`src/rtl/sdram_wr_pattern_gen_if.sv`:
```
// Write-FIFO side bundle of the frame pattern generator.
// master = generator, slave = FIFO / start control side.
interface sdram_wr_pattern_gen_if #(
  parameter int unsigned DW    = 8,
  parameter int unsigned CNT_W = 16
);
  logic             ini_end;
  logic             start;
  logic [1:0]       mode;
  logic             wfifo_full;
  logic             wfifo_en;
  logic [DW-1:0]    wfifo_data;
  logic             busy;
  logic             frame_done;
  logic [CNT_W-1:0] cur_row;

  modport master (
    input  ini_end, start, mode, wfifo_full,
    output wfifo_en, wfifo_data, busy,
    output frame_done, cur_row
  );

  modport slave (
    output ini_end, start, mode, wfifo_full,
    input  wfifo_en, wfifo_data, busy,
    input  frame_done, cur_row
  );
endinterface

```
`src/rtl/sdram_wr_pattern_gen.sv`:
```
// Raster test-pattern source for the SDRAM write FIFO.
// Frames start after ini_end and abort if init drops.
module sdram_wr_pattern_gen #(
  parameter int unsigned DW        = 8,
  parameter int unsigned H_ACTIVE  = 640,
  parameter int unsigned V_ACTIVE  = 480,
  parameter int unsigned H_GAP     = 1000,
  parameter int unsigned START_DLY = 5,
  parameter int unsigned CNT_W     = 16
) (
  input logic                    clk,
  input logic                    rst_n,
  sdram_wr_pattern_gen_if.master bus
);

  typedef enum logic [2:0] {
    IDLE, WAIT_INI, DLY, ACTIVE, GAP, DONE
  } state_t;

  localparam logic [CNT_W-1:0] COL_LAST =
    CNT_W'(H_ACTIVE - 1);
  localparam logic [CNT_W-1:0] ROW_LAST =
    CNT_W'(V_ACTIVE - 1);
  localparam logic [CNT_W-1:0] GAP_LAST =
    CNT_W'(H_GAP - 1);
  localparam logic [CNT_W-1:0] DLY_LAST =
    CNT_W'(START_DLY - 1);
  localparam logic [CNT_W-1:0] ONE = CNT_W'(1);
  localparam logic [15:0] SEED = 16'hACE1;

  state_t           state_q, state_d;
  logic [CNT_W-1:0] col_q, col_d;
  logic [CNT_W-1:0] row_q, row_d;
  logic [CNT_W-1:0] gap_q, gap_d;
  logic [CNT_W-1:0] dly_q, dly_d;
  logic [15:0]      lfsr_q, lfsr_d;
  logic [1:0]       mode_q, mode_d;

  logic             en_q, en_d;
  logic [DW-1:0]    data_q, data_d;
  logic             busy_q, busy_d;
  logic             done_q, done_d;
  logic [CNT_W-1:0] rout_q, rout_d;

  logic accept;
  logic issue;
  logic abort;
  logic lfsr_fb;

  assign accept = bus.start &&
    (state_q == IDLE || state_q == DONE);
  assign issue = state_q == ACTIVE &&
    bus.ini_end && !bus.wfifo_full;
  assign abort = !bus.ini_end &&
    (state_q == DLY || state_q == ACTIVE ||
     state_q == GAP);
  assign lfsr_fb = lfsr_q[15] ^ lfsr_q[13] ^
    lfsr_q[12] ^ lfsr_q[10];

  assign bus.wfifo_en   = en_q;
  assign bus.wfifo_data = data_q;
  assign bus.busy       = busy_q;
  assign bus.frame_done = done_q;
  assign bus.cur_row    = rout_q;

  always_ff @(posedge clk or negedge rst_n) begin
    if (!rst_n) begin
      state_q <= IDLE;
      col_q   <= '0;
      row_q   <= '0;
      gap_q   <= '0;
      dly_q   <= '0;
      lfsr_q  <= SEED;
      mode_q  <= '0;
      en_q    <= 1'b0;
      data_q  <= '0;
      busy_q  <= 1'b0;
      done_q  <= 1'b0;
      rout_q  <= '0;
    end else begin
      state_q <= state_d;
      col_q   <= col_d;
      row_q   <= row_d;
      gap_q   <= gap_d;
      dly_q   <= dly_d;
      lfsr_q  <= lfsr_d;
      mode_q  <= mode_d;
      en_q    <= en_d;
      data_q  <= data_d;
      busy_q  <= busy_d;
      done_q  <= done_d;
      rout_q  <= rout_d;
    end
  end

  always_comb begin
    state_d = state_q;
    col_d   = col_q;
    row_d   = row_q;
    gap_d   = gap_q;
    dly_d   = dly_q;
    lfsr_d  = lfsr_q;
    mode_d  = mode_q;
    unique case (state_q)
      IDLE, DONE: begin
        if (accept) begin
          state_d = WAIT_INI;
          mode_d  = bus.mode;
          col_d   = '0;
          row_d   = '0;
          lfsr_d  = SEED;
        end else if (state_q == DONE) begin
          state_d = IDLE;
        end
      end
      WAIT_INI: begin
        if (bus.ini_end) begin
          state_d = DLY;
          dly_d   = '0;
        end
      end
      DLY: begin
        if (abort)
          state_d = IDLE;
        else if (dly_q == DLY_LAST)
          state_d = ACTIVE;
        else
          dly_d = dly_q + ONE;
      end
      ACTIVE: begin
        if (abort) begin
          state_d = IDLE;
        end else if (issue) begin
          lfsr_d = {lfsr_q[14:0], lfsr_fb};
          if (col_q == COL_LAST) begin
            col_d = '0;
            if (row_q == ROW_LAST) begin
              state_d = DONE;
            end else if (H_GAP == 0) begin
              row_d = row_q + ONE;
            end else begin
              state_d = GAP;
              gap_d   = '0;
            end
          end else begin
            col_d = col_q + ONE;
          end
        end
      end
      GAP: begin
        if (abort) begin
          state_d = IDLE;
        end else if (gap_q == GAP_LAST) begin
          state_d = ACTIVE;
          row_d   = row_q + ONE;
        end else begin
          gap_d = gap_q + ONE;
        end
      end
      default: state_d = IDLE;
    endcase
  end

  // outputs are registered; these are their D inputs
  always_comb begin
    en_d   = issue;
    done_d = (state_q == DONE);
    data_d = data_q;
    rout_d = rout_q;
    busy_d = busy_q;
    if (issue) begin
      rout_d = row_q;
      unique case (mode_q)
        2'd0: data_d = DW'(col_q);
        2'd1: data_d = DW'(row_q);
        2'd2: data_d = DW'(row_q ^ col_q);
        2'd3: data_d = DW'(lfsr_q);
      endcase
    end
    if (accept) begin
      busy_d = 1'b1;
      rout_d = '0;
    end else if (abort || state_q == DONE) begin
      busy_d = 1'b0;
    end
  end

endmodule

```
`src/flat_wrapper.sv`:
```
// flat-port wrapper written by rule: the top's interface ports become plain ports
module sdram_wr_pattern_gen_flat 
#(
  parameter int unsigned DW        = 8,
  parameter int unsigned H_ACTIVE  = 640,
  parameter int unsigned V_ACTIVE  = 480,
  parameter int unsigned H_GAP     = 1000,
  parameter int unsigned START_DLY = 5,
  parameter int unsigned CNT_W     = 16
)
  (clk, rst_n, bus_ini_end, bus_start, bus_mode, bus_wfifo_full, bus_wfifo_en, bus_wfifo_data, bus_busy, bus_frame_done, bus_cur_row);
  sdram_wr_pattern_gen_if #(.DW(DW), .CNT_W(CNT_W)) bus_i ();
  input logic clk;
  input logic rst_n;
  input wire logic [$bits(bus_i.ini_end)-1:0] bus_ini_end;
  input wire logic [$bits(bus_i.start)-1:0] bus_start;
  input wire logic [$bits(bus_i.mode)-1:0] bus_mode;
  input wire logic [$bits(bus_i.wfifo_full)-1:0] bus_wfifo_full;
  output wire logic [$bits(bus_i.wfifo_en)-1:0] bus_wfifo_en;
  output wire logic [$bits(bus_i.wfifo_data)-1:0] bus_wfifo_data;
  output wire logic [$bits(bus_i.busy)-1:0] bus_busy;
  output wire logic [$bits(bus_i.frame_done)-1:0] bus_frame_done;
  output wire logic [$bits(bus_i.cur_row)-1:0] bus_cur_row;
  assign bus_i.ini_end = bus_ini_end;
  assign bus_i.start = bus_start;
  assign bus_i.mode = bus_mode;
  assign bus_i.wfifo_full = bus_wfifo_full;
  assign bus_wfifo_en = bus_i.wfifo_en;
  assign bus_wfifo_data = bus_i.wfifo_data;
  assign bus_busy = bus_i.busy;
  assign bus_frame_done = bus_i.frame_done;
  assign bus_cur_row = bus_i.cur_row;
  sdram_wr_pattern_gen #(.DW(DW), .H_ACTIVE(H_ACTIVE), .V_ACTIVE(V_ACTIVE), .H_GAP(H_GAP), .START_DLY(START_DLY), .CNT_W(CNT_W)) u_core (.clk(clk), .rst_n(rst_n), .bus(bus_i));
endmodule
```
`config.mk`:
```
export PLATFORM = sky130hd
export DESIGN_NAME = sdram_wr_pattern_gen_flat
export DESIGN_NICKNAME = d
export VERILOG_FILES = /design/src/rtl/sdram_wr_pattern_gen_if.sv /design/src/rtl/sdram_wr_pattern_gen.sv /design/src/flat_wrapper.sv
export SDC_FILE = /design/constraint.sdc
export NUM_CORES = 1
export LEC_CHECK = 0
export ABC_AREA = 1
export CORE_AREA = 2 2 120 122
export CTS_BUF_LIST = sky130_fd_sc_hd__clkbuf_16
export DETAILED_ROUTE_END_ITERATION = 8
export DIE_AREA = 0 0 122 124
export PLACE_DENSITY = 0.75
export SETUP_SLACK_MARGIN = 0.2
export SYNTH_ARGS = -nofsm -noshare
export SYNTH_HDL_FRONTEND = slang
export SYNTH_SLANG_ARGS = --single-unit
```
`constraint.sdc`:
```
create_clock -name clk -period 3.23 [get_ports clk]
set_input_delay 0.969 -clock clk [delete_from_list [all_inputs] [get_ports clk]]
set_output_delay 0.969 -clock clk [all_outputs]
set_load 0.005 [all_outputs]
```
# [Word-level counts from Yosys, hierarchy flattened]
# Cells that the tools add are included.
[totals] register_bits=112 latchBits=0 mem_bits_rw=0 mem_bits_ro=0 elab_cells=113 mem_count=0
[op_classes] add_sub_neg=4 multipliers=0 div=0 n_lt_le_gt_ge=0 n_eq_ne=28 shift=0 mux=40 n_bitwise=4 reduce_logical=25
[ops] op="two-way mux 16 bit" n=20
[ops] op="case mux 16 bit (2 select lines)" n=5
[ops] op="adder 16 x 1 -> 16 bit (second input constant)" n=4
[ops] op="== test 16 x 10 -> 1 bit (second input constant)" n=2
[ops] op="case mux 8 bit (4 select lines)" n=1
[ops] op="two-way mux 3 bit" n=10
[ops] op="!= test 2 bit (second input constant)" n=9
[ops] op="== test 16 x 3 -> 1 bit (second input constant)" n=1
[ops] op="== test 16 x 9 -> 1 bit (second input constant)" n=1
[ops] op="case mux 3 bit (5 select lines)" n=1
[ops] op="AND reduction 4 bit" n=3
[ops] op="nonzero test 2 bit" n=6
[ops] op="!= test 3 x 2 -> 1 bit (second input constant)" n=3
[ops] op="XOR 8 bit" n=1
[ops] op="AND reduction 7 bit" n=1
[ops] op="== test 3 x 2 -> 1 bit (second input constant)" n=2
[ops] op="== test 3 bit (second input constant)" n=2
[ops] op="!= test 3 x 1 -> 1 bit (second input constant)" n=2
[ops] op="AND reduction 6 bit" n=1
[ops] op="== test 2 bit (second input constant)" n=2
[ops] op="logical AND 1 bit" n=4
[ops] op="logical OR 1 bit" n=4
[ops] op="!= test 2 x 1 -> 1 bit (second input constant)" n=2
[ops] op="== test 3 x 1 -> 1 bit (second input constant)" n=1
[ops] op="8 further kinds" n=13

# [Logic depth before layout (Yosys ltp)]
[logic_depth] word_depth=7 mapped_depth=12 depth_no_buf=12

# [Worst setup path after synthesis]
# OpenSTA, ideal clock, no wires.
[synth_path] path_kind="input -> register" start="input bus_ini_end" end="register u_core.gap_q[10]" setup_ns=0.121 t_arrival_ns=1.829 t_required_ns=3.109 path_slack_ns=1.280 path_stages=8 path_buffers=1 cell_sequence="inv_1 nor2_2 nand2_2 nand2_1 nand3_4 buf_2 o21bai_1 nand2_1"
[synth_via] elab_chain_cells=4 elab_cells_between_ends=8
[synth_lines] item="from (decl)" line_no="flat_wrapper.sv:15" source="input wire logic [$bits(bus_i.ini_end)-1:0] bus_ini_end;"
[synth_lines] item="logical NOT 1 bit or logical AND 1 bit (tied branches)" line_no="sdram_wr_pattern_gen.sv:54, sdram_wr_pattern_gen.sv:52"
[synth_lines] item="logical AND 1 bit (on tied branches)" line_no="sdram_wr_pattern_gen.sv:54, sdram_wr_pattern_gen.sv:53"
[synth_lines] item="!= test 2 bit (no line) or != test 2 x 1 -> 1 bit (tied branches)"
[synth_lines] item="AND reduction 7 bit (no line) (*)"
[synth_lines] item="to (signal assigned)" line_no="sdram_wr_pattern_gen.sv:84" source="gap_q <= gap_d;"
[synth_lines] item="to (decl)" line_no="sdram_wr_pattern_gen.sv:34" source="logic [CNT_W-1:0] gap_q, gap_d;"
# Every way passes the cells marked *; elsewhere a longest branch is shown, timed or not.
# A chain may end at the register's enable or synchronous reset.

# [Worst setup path after layout]
[layout_path] start="input bus_ini_end" end="register u_core.gap_q[3]"
# The elaborated chain is that of the path after synthesis.

==> flow_summary.json <==
{
  "num-fill-cells": 1335,
  "grt_pass1_wl_um": 26500,
  "grt_setup_unrepaired": "false",
  "grt_max_degree": 47,
  "first_pass_iters": 6,
  "grt_pass1_vias": 5537,
  "gr-usage-all-layers": 0.218,
  "hold_class": "register to register",
  "cts_setup_buffers": 0,
  "ir_worst_vdd_mv": 0.309,
  "layout_common_cells": "nand2_1 (229), nor2_1 (128), dfrtp_1 (104), inv_1 (95), o21ai_0 (70)",
  "period_share": 0.780,
  "powerDensity_nw_per_um2": 612,
  "grt-ovfl-total": 0,
  "finalHoldViolations": 0,
  "ctsResizeCount": 0,
  "cts_buffers": 9,
  "crit_arrival_ns": 2.82,
  "gp_congestion": 0.931,
  "drc": 0,
  "syn_area_per_cell_um2": 7.19,
  "final_area_um2": 7240,
  "critPathLaunchType": "primary input",
  "finalCriticalPeriod_ns": 2.52,
  "multiInputGateArea_um2": 3140,
  "r2r_cells": 9,
  "cts_hold_buf": 0,
  "vias": 5931,
  "synth_warnings": 0,
  "path_max_fanout": 17,
  "regArea_um2": 2810,
  "p_leak_uw": 0.00319,
  "postPlaceCellArea_um2": 6970,
  "clockRootBuffer": "clkbuf_16",
  "synth_top_area_cell": "dfrtp_1",
  "synth.cell_area_um2": 6470,
  "post_layout_nonfiller_instances": 1112,
  "fmax_mhz": 397,
  "path_clk_slew_ns": 0.08,
  "dp_cells": 1096,
  "tightest_slew_ns": 0.576,
  "cp.required_ns": 3.53,
  "slew_violations": 0,
  "syn_nets": 913,
  "start_util": 0.472,
  "dp_hpwl_um": 11000,
  "synth.distinct_cells": 37,
  "crit_type": "primary input to register",
  "via_per_inst": 5.33,
  "yosysSeqAreaShare": 0.434,
  "clock-sinks": 112,
  "antenna_found_initial": 0,
  "port_buffers": 33,
  "dieArea_um2": 15100,
  "core-area_um2": 13700,
  "htreeDepth": 3,
  "die_y_um": 124,
  "final_layout_size_suffix_gt1_frac": 0.0569,
  "end_kind": "register",
  "detail-route-antenna-nets": 0,
  "syn_to_final_growth_pct": 11.9,
  "whs_path_depth": 2,
  "status": "finished clean",
  "insertion_delay_ns": 0.36,
  "syn-instance-count": 901,
  "avgRoutedWirePerCell_um": 13.8,
  "mostFrequentLayoutCell": "nand2_1",
  "first_iter_violations": 482,
  "fin_nets": 939,
  "ios": 34,
  "maxCapViolCount": 0,
  "cts.path.max_buffers": 2,
  "num_rows": 43,
  "ys_ff_latch": 112,
  "totalWireLength_um": 15300,
  "cts_tree": "yes",
  "finalSetupViolations": 0,
  "synth.area.top_cells": "dfrtp_1 (40%), nand2_1 (13%), nor2_1 (7.4%)",
  "synth_top_area_frac": 0.402,
  "insertedDiodeCount": 0,
  "fin_tns_setup_ns": 0,
  "slew_headroom": 0.615,
  "skew_ns": 0.0122,
  "die_w_um": 122
}
synth_stat cells:
cell / count
a31oi_1: 4
dfstp_2: 8
a21oi_1: 38
inv_2: 5
mux2_2: 1
nor3_1: 16
buf_6: 3
o21bai_1: 18
buf_4: 2
nor2_1: 128
and2_1: 2
o22ai_1: 7
clkbuf_1: 9
nand3b_1: 2
nor2_2: 1
nand4_1: 31
nand3_2: 4
a21boi_1: 1
clkinv_1: 1
o21ai_1: 14
a22o_1: 1
nand2_2: 4
xnor2_1: 2
dfrtp_1: 104
or2_2: 4
buf_2: 12
nand3_1: 64
inv_1: 94
nand3_4: 2
nor2_4: 1
o21ai_0: 70
clkbuf_2: 1
xor2_1: 11
nor3b_1: 1
nand2_1: 229
a21boi_0: 1
ha_1: 5
metal layers:
layer / vias to the layer above / track usage / part of all wire
met5: - / 0 / 0
met4: 0 / 0.0704 / 0.016
met3: 21 / 0.0325 / 0.039
met2: 134 / 0.351 / 0.47
met1: 2785 / 0.304 / 0.47
li1: 2991 / - / -
through the flow:
| step | hold WS [ns] | util | worst slack (ns) | total power (µW) |
|---|---|---|---|---|
| after floorplan | 0.450 | - | 1.28 | 2960 |
| after global placement | 0.463 | 0.508 | 0.454 | 3370 |
| after detailed placement | 0.472 | 0.508 | 0.364 | 3400 |
| after CTS | 0.489 | 0.528 | 0.743 | 4460 |
| after global routing | 0.507 | 0.528 | 0.530 | 4760 |
| final | 0.483 | 0.528 | 0.711 | 4430 |
kinds of logic after synthesis:
group           Yosys count  synth area share
fa+ha+maj                 5           0.00966
xor+xnor                 13            0.0176
simple gates            489             0.326
mux                       1           0.00174
flops                   112             0.434
buf+inv                 127            0.0808
compound gates          154             0.129
worst max-delay path: stages:
cell	delay, ns
clkdlybuf4s50_1	0.52
inv_1	0.12
nor2_2	0.16
nand2_2	0.13
nand2_1	0.13
nand3_4	0.21
nor2_4	0.38
nand2_1	0.11
nand2_1	0.09
cell type report:
| cell class | instances | share of cell area |
|---|---|---|
| Multi-Input combinational cell | 662 | 0.433 |
| Sequential cell | 112 | 0.388 |
| Timing Repair Buffer | 42 | 0.0581 |
| Inverter | 100 | 0.0518 |
| Clock buffer | 9 | 0.0311 |
| Tap cell | 180 | 0.0311 |
| Clock inverter | 7 | 0.00622 |
power breakdown:
part           switching [µW]  internal, µW  leakage, µW
Sequential                269          1700      0.00150
Clock                     525           524     0.000138
Combinational             897           524      0.00155
Total                    1690          2740      0.00319
final timing paths:
| path | startpoint | endpoint | slack (ns) |
|---|---|---|---|
| max reg2reg | u_core.state_q[2] | u_core.gap_q[3] | 1.10 |
| min | u_core.bus.cur_row[14] | u_core.bus.cur_row[14] | 0.48 |
| min in group asynchronous | rst_n | u_core.col_q[2] | 0.58 |
| min reg2reg | u_core.bus.cur_row[14] | u_core.bus.cur_row[14] | 0.48 |
| max in group asynchronous | rst_n | u_core.gap_q[13] | 1.98 |
| max | bus_ini_end | u_core.gap_q[3] | 0.71 |
sequential cells by signal, summed over array words and instances, names as in the netlist, 3 cells and up:
signal,flops
u_core.lfsr_q,16
u_core.row_q,16
u_core.state_q,3
u_core.dly_q,16
u_core.col_q,16
u_core.bus.wfifo_data,8
u_core.gap_q,16
u_core.bus.cur_row,16
(Power assumes the default switching activity.)
